==> config.mk <==
export PLATFORM = sky130hd
export DESIGN_NAME = scaler_ctrl
export DESIGN_NICKNAME = d
export VERILOG_FILES = /design/src/rtl/scaler_pkg.sv /design/src/rtl/scaler_axis_req.sv /design/src/rtl/scaler_ctrl.sv
export SDC_FILE = /design/constraint.sdc
export NUM_CORES = 1
export LEC_CHECK = 0
export CAP_MARGIN = 20
export CORE_ASPECT_RATIO = 1.4
export CORE_MARGIN = 10
export CORE_UTILIZATION = 53
export CTS_CLUSTER_SIZE = 14
export DETAILED_ROUTE_END_ITERATION = 10
export PLACE_DENSITY = 0.83
export SLEW_MARGIN = 20
export SYNTH_ARGS = -nofsm -noshare
export SYNTH_HDL_FRONTEND = slang
export SYNTH_SLANG_ARGS = --single-unit
==> constraint.sdc <==
create_clock -name clk -period 7.5 [get_ports clk]
set_input_delay 1.5 -clock clk [delete_from_list [all_inputs] [get_ports clk]]
set_output_delay 1.5 -clock clk [all_outputs]
set_load 0.02 [all_outputs]
==> src/rtl/scaler_pkg.sv <==
// scaler_pkg: scale-mode encodings and sequencer states shared by the scaler control block
package scaler_pkg;
  typedef enum logic [1:0] {
    MODE_OFF     = 2'd0,
    MODE_FIT     = 2'd1,
    MODE_STRETCH = 2'd2
  } scale_mode_e;
  typedef enum logic [2:0] {
    IDLE,
    H_REQ,
    H_WAIT,
    V_REQ,
    V_WAIT,
    CENTRE,
    DONE
  } state_e;
endpackage

==> src/rtl/scaler_axis_req.sv <==
// scaler_axis_req: one interpolator handshake (request pulse, ready latch, timeout) plus centring offset
module scaler_axis_req #(
  parameter int bitwidth = 10,
  parameter int TIMEOUT  = 64
) (
  input  logic                clk,
  input  logic                reset_n,
  input  logic                start_i,
  input  logic                calc_i,
  input  logic                ready_i,
  input  logic [bitwidth-1:0] limit_out_i,
  input  logic [bitwidth-1:0] out_i,
  output logic                newfraction_o,
  output logic                done_o,
  output logic                timeout_o,
  output logic [bitwidth-1:0] centre_o
);
  localparam int TW = $clog2(TIMEOUT + 1);
  logic                wait_q, nf_q, done_q, to_q;
  logic [TW-1:0]       tmr_q;
  logic [bitwidth-1:0] lim_q, ctr_q;
  always_ff @(posedge clk or negedge reset_n)
    if (!reset_n) begin
      wait_q <= 1'b0;
      nf_q   <= 1'b0;
      done_q <= 1'b0;
      to_q   <= 1'b0;
      tmr_q  <= '0;
      lim_q  <= '0;
      ctr_q  <= '0;
    end else begin
      nf_q   <= start_i;
      done_q <= 1'b0;
      to_q   <= 1'b0;
      if (start_i) begin
        wait_q <= 1'b1;
        tmr_q  <= '0;
      end else if (wait_q) begin
        if (ready_i) begin
          wait_q <= 1'b0;
          done_q <= 1'b1;
          lim_q  <= limit_out_i;
        end else if (tmr_q == TW'(TIMEOUT - 1)) begin
          wait_q <= 1'b0;
          to_q   <= 1'b1;
        end else tmr_q <= tmr_q + TW'(1);
      end
      if (calc_i) ctr_q <= lim_q < out_i ? (out_i - lim_q) >> 1 : '0;
    end
  assign newfraction_o = nf_q;
  assign done_o        = done_q;
  assign timeout_o     = to_q;
  assign centre_o      = ctr_q;
endmodule

==> src/rtl/scaler_ctrl.sv <==
// scaler_ctrl: waits for a stable source size, then configures the H and V interpolators and centres the result
module scaler_ctrl
  import scaler_pkg::*;
#(
  parameter int bitwidth      = 10,
  parameter int STABLE_FRAMES = 2,
  parameter int TIMEOUT       = 64
) (
  input  logic                clk,
  input  logic                reset_n,
  input  logic                in_valid,
  input  logic [bitwidth-1:0] in_width,
  input  logic [bitwidth-1:0] in_height,
  input  logic [bitwidth-1:0] out_width,
  input  logic [bitwidth-1:0] out_height,
  input  logic [1:0]          scale_mode,
  output logic [bitwidth-1:0] h_num,
  output logic [bitwidth-1:0] h_den,
  output logic [bitwidth-1:0] h_limit,
  output logic                h_newfraction,
  input  logic                h_ready,
  input  logic [bitwidth-1:0] h_limit_out,
  output logic [bitwidth-1:0] h_centre_offset,
  output logic [bitwidth-1:0] v_num,
  output logic [bitwidth-1:0] v_den,
  output logic [bitwidth-1:0] v_limit,
  output logic                v_newfraction,
  input  logic                v_ready,
  input  logic [bitwidth-1:0] v_limit_out,
  output logic [bitwidth-1:0] v_centre_offset,
  output logic                cfg_busy,
  output logic                cfg_valid,
  output logic                cfg_error
);
  localparam int CW = $clog2(STABLE_FRAMES + 1);
  localparam logic [bitwidth-1:0] ONE = bitwidth'(1);
  state_e                state_q;
  logic [bitwidth-1:0]   in_w_q, in_h_q, out_w_q, out_h_q;
  logic [1:0]            mode_q;
  logic [CW-1:0]         cnt_q;
  logic                  applied_q, busy_q, valid_q, error_q;
  logic [bitwidth-1:0]   h_num_q, h_den_q, h_lim_q, v_num_q, v_den_q, v_lim_q;
  logic                  meas_chg, chg, stable, start, fit_w;
  logic [2*bitwidth-1:0] xw, xh;
  logic [bitwidth-1:0]   fit_n, fit_d, h_num_d, h_den_d, v_num_d, v_den_d;
  logic                  h_done, h_to, v_done, v_to;
  assign meas_chg = in_valid && (in_width != in_w_q || in_height != in_h_q);
  assign chg      = meas_chg || scale_mode != mode_q || out_width != out_w_q || out_height != out_h_q;
  assign stable   = cnt_q >= CW'(STABLE_FRAMES);
  assign start    = state_q == IDLE && stable && !applied_q && in_w_q != '0 && in_h_q != '0;
  // Fit picks the limiting axis: out_w/in_w <= out_h/in_h without dividing
  assign xw      = (2*bitwidth)'(out_w_q) * (2*bitwidth)'(in_h_q);
  assign xh      = (2*bitwidth)'(out_h_q) * (2*bitwidth)'(in_w_q);
  assign fit_w   = xw <= xh;
  assign fit_n   = fit_w ? out_w_q : out_h_q;
  assign fit_d   = fit_w ? in_w_q : in_h_q;
  assign h_num_d = mode_q == MODE_STRETCH ? out_w_q : mode_q == MODE_FIT ? fit_n : ONE;
  assign h_den_d = mode_q == MODE_STRETCH ? in_w_q : mode_q == MODE_FIT ? fit_d : ONE;
  assign v_num_d = mode_q == MODE_STRETCH ? out_h_q : mode_q == MODE_FIT ? fit_n : ONE;
  assign v_den_d = mode_q == MODE_STRETCH ? in_h_q : mode_q == MODE_FIT ? fit_d : ONE;
  always_ff @(posedge clk or negedge reset_n)
    if (!reset_n) begin
      state_q   <= IDLE;
      in_w_q    <= '0;
      in_h_q    <= '0;
      out_w_q   <= '0;
      out_h_q   <= '0;
      mode_q    <= '0;
      cnt_q     <= '0;
      applied_q <= 1'b0;
      busy_q    <= 1'b0;
      valid_q   <= 1'b0;
      error_q   <= 1'b0;
      h_num_q   <= ONE;
      h_den_q   <= ONE;
      h_lim_q   <= '0;
      v_num_q   <= ONE;
      v_den_q   <= ONE;
      v_lim_q   <= '0;
    end else begin
      if (meas_chg) begin
        in_w_q <= in_width;
        in_h_q <= in_height;
      end
      mode_q  <= scale_mode;
      out_w_q <= out_width;
      out_h_q <= out_height;
      if (chg) cnt_q <= CW'(1);
      else if (in_valid && !stable) cnt_q <= cnt_q + CW'(1);
      // any change after a sequence has started leaves it unapplied, so it reruns once stable
      if (chg) applied_q <= 1'b0;
      else if (start) applied_q <= 1'b1;
      error_q <= 1'b0;
      case (state_q)
        IDLE:
          if (start) begin
            state_q <= H_REQ;
            busy_q  <= 1'b1;
            valid_q <= 1'b0;
            h_num_q <= h_num_d;
            h_den_q <= h_den_d;
            h_lim_q <= in_w_q;
            v_num_q <= v_num_d;
            v_den_q <= v_den_d;
            v_lim_q <= in_h_q;
          end else if (!stable) valid_q <= 1'b0;
        H_REQ: state_q <= H_WAIT;
        H_WAIT:
          if (h_done) state_q <= V_REQ;
          else if (h_to) begin
            state_q <= IDLE;
            busy_q  <= 1'b0;
            error_q <= 1'b1;
          end
        V_REQ: state_q <= V_WAIT;
        V_WAIT:
          if (v_done) state_q <= CENTRE;
          else if (v_to) begin
            state_q <= IDLE;
            busy_q  <= 1'b0;
            error_q <= 1'b1;
          end
        CENTRE: state_q <= DONE;
        DONE: begin
          state_q <= IDLE;
          busy_q  <= 1'b0;
          valid_q <= 1'b1;
        end
        default: state_q <= IDLE;
      endcase
    end
  scaler_axis_req #(.bitwidth(bitwidth), .TIMEOUT(TIMEOUT)) u_h (
    .clk           (clk),
    .reset_n       (reset_n),
    .start_i       (state_q == H_REQ),
    .calc_i        (state_q == CENTRE),
    .ready_i       (h_ready),
    .limit_out_i   (h_limit_out),
    .out_i         (out_w_q),
    .newfraction_o (h_newfraction),
    .done_o        (h_done),
    .timeout_o     (h_to),
    .centre_o      (h_centre_offset)
  );
  scaler_axis_req #(.bitwidth(bitwidth), .TIMEOUT(TIMEOUT)) u_v (
    .clk           (clk),
    .reset_n       (reset_n),
    .start_i       (state_q == V_REQ),
    .calc_i        (state_q == CENTRE),
    .ready_i       (v_ready),
    .limit_out_i   (v_limit_out),
    .out_i         (out_h_q),
    .newfraction_o (v_newfraction),
    .done_o        (v_done),
    .timeout_o     (v_to),
    .centre_o      (v_centre_offset)
  );
  assign h_num     = h_num_q;
  assign h_den     = h_den_q;
  assign h_limit   = h_lim_q;
  assign v_num     = v_num_q;
  assign v_den     = v_den_q;
  assign v_limit   = v_lim_q;
  assign cfg_busy  = busy_q;
  assign cfg_valid = valid_q;
  assign cfg_error = error_q;
endmodule

==> flow_summary.ini <==
[worst_setup_path]
crit_top_cell = fa_1
criticalPathCategory = flop to flop
cp-start-kind = flop
reg2reg_depth = 24
endpoint_kind = flop
crit_chain = buf_4, nand2_1, fa_1, inv_1, fa_1, ha_1, fa_1, inv_1, fa_1, inv_1, ha_1, a21boi_0, o2111ai_1, a31oi_1, a21o_1, a21oi_1, xnor2_1, ha_1, nand4_1, or4_4, or3_4, buf_4, a41oi_1, a21oi_1
crit_path_max_incr_delay_ns = 0.60
worstPathRequired_ns = 7.82
crit_arrival_ns = 7.48
r2r_start = out_w_q[4]
crit_slowest_cell = or4_4
startpoint = out_w_q[4]
r2r-end = h_num[3]
cp_top_family = adder cells
cp_max_fo = 20
reg2reg_slack_ns = 0.34
cp_num_buf_inv = 5
cp.depth = 24

[global_routing]
grt_pass1_wl_mm = 68.0
overflow = 0
grt_pass1_vias = 12700
grt_use_total_pct = 24.2
antenna_found_initial = 0
grt_max_degree = 104

[pwr]
pwr-share-clk_pct = 14.9
p_sw_uw = 2970
total_power_uw = 6540
switching_share_pct = 45.4
ir_drop_v = 0.000453
powerDensity_mw_per_mm2 = 368
p_leak_uw = 0.00856
internal_power_uw = 3570
seq_power_share_pct = 15.3
power_frac_comb_pct = 69.7

[place]
port_buffers = 149
placed_area_mm2 = 0.0170
gp_congestion = 0.970
place_hpwl_mm = 33.1
dp_slack_ns = 0.240

[finish]
syn_to_final_growth_pct = 18.2
finalInstanceArea_mm2 = 0.0178
nets = 2072
drive_gt1_share_pct = 7.53
regArea_mm2 = 0.00429
fillers = 2130
diodes = 0
multiInputGateArea_mm2 = 0.00992

[yosys]
ys_async_sr_fraction_pct = 100
synth_area_leaders = dfrtp_1 (28%), fa_1 (17%), ha_1 (13%)
synth.avg_cell_area_um2 = 9.44
yosys.area_share.simple_pct = 16.7
synth_fa_ha_area_share_pct = 29.5
yosys.area.top_type_share_pct = 27.8
synth_cells = 1592
yosys.area.top_type = dfrtp_1
synth-xor-area-share_pct = 5.83
ys_dominant_reg_cell = dfrtp_1
synth_edf_count = 0
ys_seq_area_share_pct = 28.5
synthMuxAreaShare_pct = 2.32
syn_area_mm2 = 0.0150
synth_cell_type_count = 64
synth_compound_gate_area_share_pct = 11.2
synth_seq_cells = 171
ys_warn_count = 0
synth_top_family_by_area = adder cells

[hold_path]
hp-start = h_num[0]
worstHoldPathType = flop to flop
hold_end = h_num[0]
worst_hold_path.num_cells = 2

[detailed_routing]
wl_per_cell_um = 20.2
vias = 12300
drt-total-wl_mm = 42.5
avgViaCountPerCell = 5.84
dr.pass1.iters = 5
drcViolationCount = 0
drt-initial-drc-count = 1185
ant_nets = 0

[sta]
setup_violations = 0
slew_headroom_pct = 31.5
final-hold-violation-count = 0
tns_ns = 0
fmax_mhz = 140
worst_pin_slew_ns = 1.03
drv_slew = 0
grt_setup_unrepaired = no
setup_slack_ns = 0.339
worst_hold_slack_ns = 0.469
fin_worst_skew_ns = 0.0119
period_needed_ns = 7.16
period_share_pct = 95.5

[cts]
max-clock-path-buffers = 2
cts_tree = done
clk_latency_ns = 0.46
post_cts_buffers = 0
cts_buffers = 17
root_buffer = clkbuf_16
clk_pin_slew_ns = 0.06
cts.sinks = 171
cts.htree.levels = 4

[run]
cap_violations = 0

[floorplan]
core_area_mm2 = 0.0278
die_h_um = 219
dieArea_mm2 = 0.0356
initial_core_util_pct = 54.0
ioPinCount = 152
num_rows = 72
die_w_um = 162

[status]
status = finished, final reports clean
final cells by class:
type,instances,share of cell area (%)
Clock buffer,21,2.54
Clock inverter,11,1.09
Sequential cell,171,24.2
Tap cell,370,2.61
Multi-Input combinational cell,1192,55.9
Timing Repair Buffer,200,10.7
Inverter,144,3.04
synthesized netlist by cell type, drive strengths merged (18+ instances only):
master  instances
ha            153
fa            126
a32o           19
a21o           22
o22ai          20
nor2b          18
mux2           22
inv           143
xnor2          59
xor2           41
and2          130
nand2         196
dfrtp         167
nand4          21
nor2           81
clkbuf         78
a21oi         115
o21ai          40
routing by layer:
layer	global-route usage [%]	routed length, um	up-vias
met2	41.3	21500	526
met4	16.9	3090	0
met3	3.92	2710	138
li1	-	-	5558
met1	27.1	15200	6101
met5	0	0	-
worst max-delay path by stage:
stage | endpoint
after floorplan | h_num[1]
after global placement | h_num[0]
after detailed placement | h_den[8]
after CTS | h_den[8]
after global routing | h_den[0]
final | h_num[3]
power by group through the flow:
stage	Combinational, uW	Sequential, uW	Clock (uW)
CTS	4420	1000	983
global placement	4180	1020	0
detailed placement	4370	1020	0
global route	5150	1010	1020
floorplan	3360	998	0
finish	4560	1000	976
tightest hold or removal path, cell delays in order (launching register included):
cell     delay, ns
dfstp_2       0.37
nand2_1       0.04
o21ai_1       0.05
cell families (layout without fill, tap and decap cells):
kind of cell	after synthesis	after routing
DFF	171	171
buffers and inverters	231	376
xor gates and xnor gates	100	100
adders and majority gates	279	279
AOI/OAI and AO/OA	267	267
and+or+nand+nor	511	512
muxes	32	32
other	1	2
per-stage QoR:
stage | instances | util, %
after floorplan | 1593 | -
after global placement | 2075 | 61.2
after detailed placement | 2076 | 61.2
after CTS | 2108 | 63.6
after global routing | 2109 | 63.8
final | 2109 | 63.8
placed cells by master (no fill, tap or decap), types with 21 or more instances in the layout:
cell type and n:
nand4_1 21, xor2_1 41, nor2_1 81, mux2_2 22, a21o_1 22, buf_4 47, o21ai_0 36, inv_1 143
fa_1 126, nand2_1 195, and2_1 130, xnor2_1 59, clkdlybuf4s50_1 148, ha_1 153, dfrtp_1 163, a21oi_1 112
timing repair:
item,CTS,global route
hold buffers,0,0
gates resized for setup,0,17
endpoints found under the setup margin,0,40
Power figures use the tool's default switching activity.
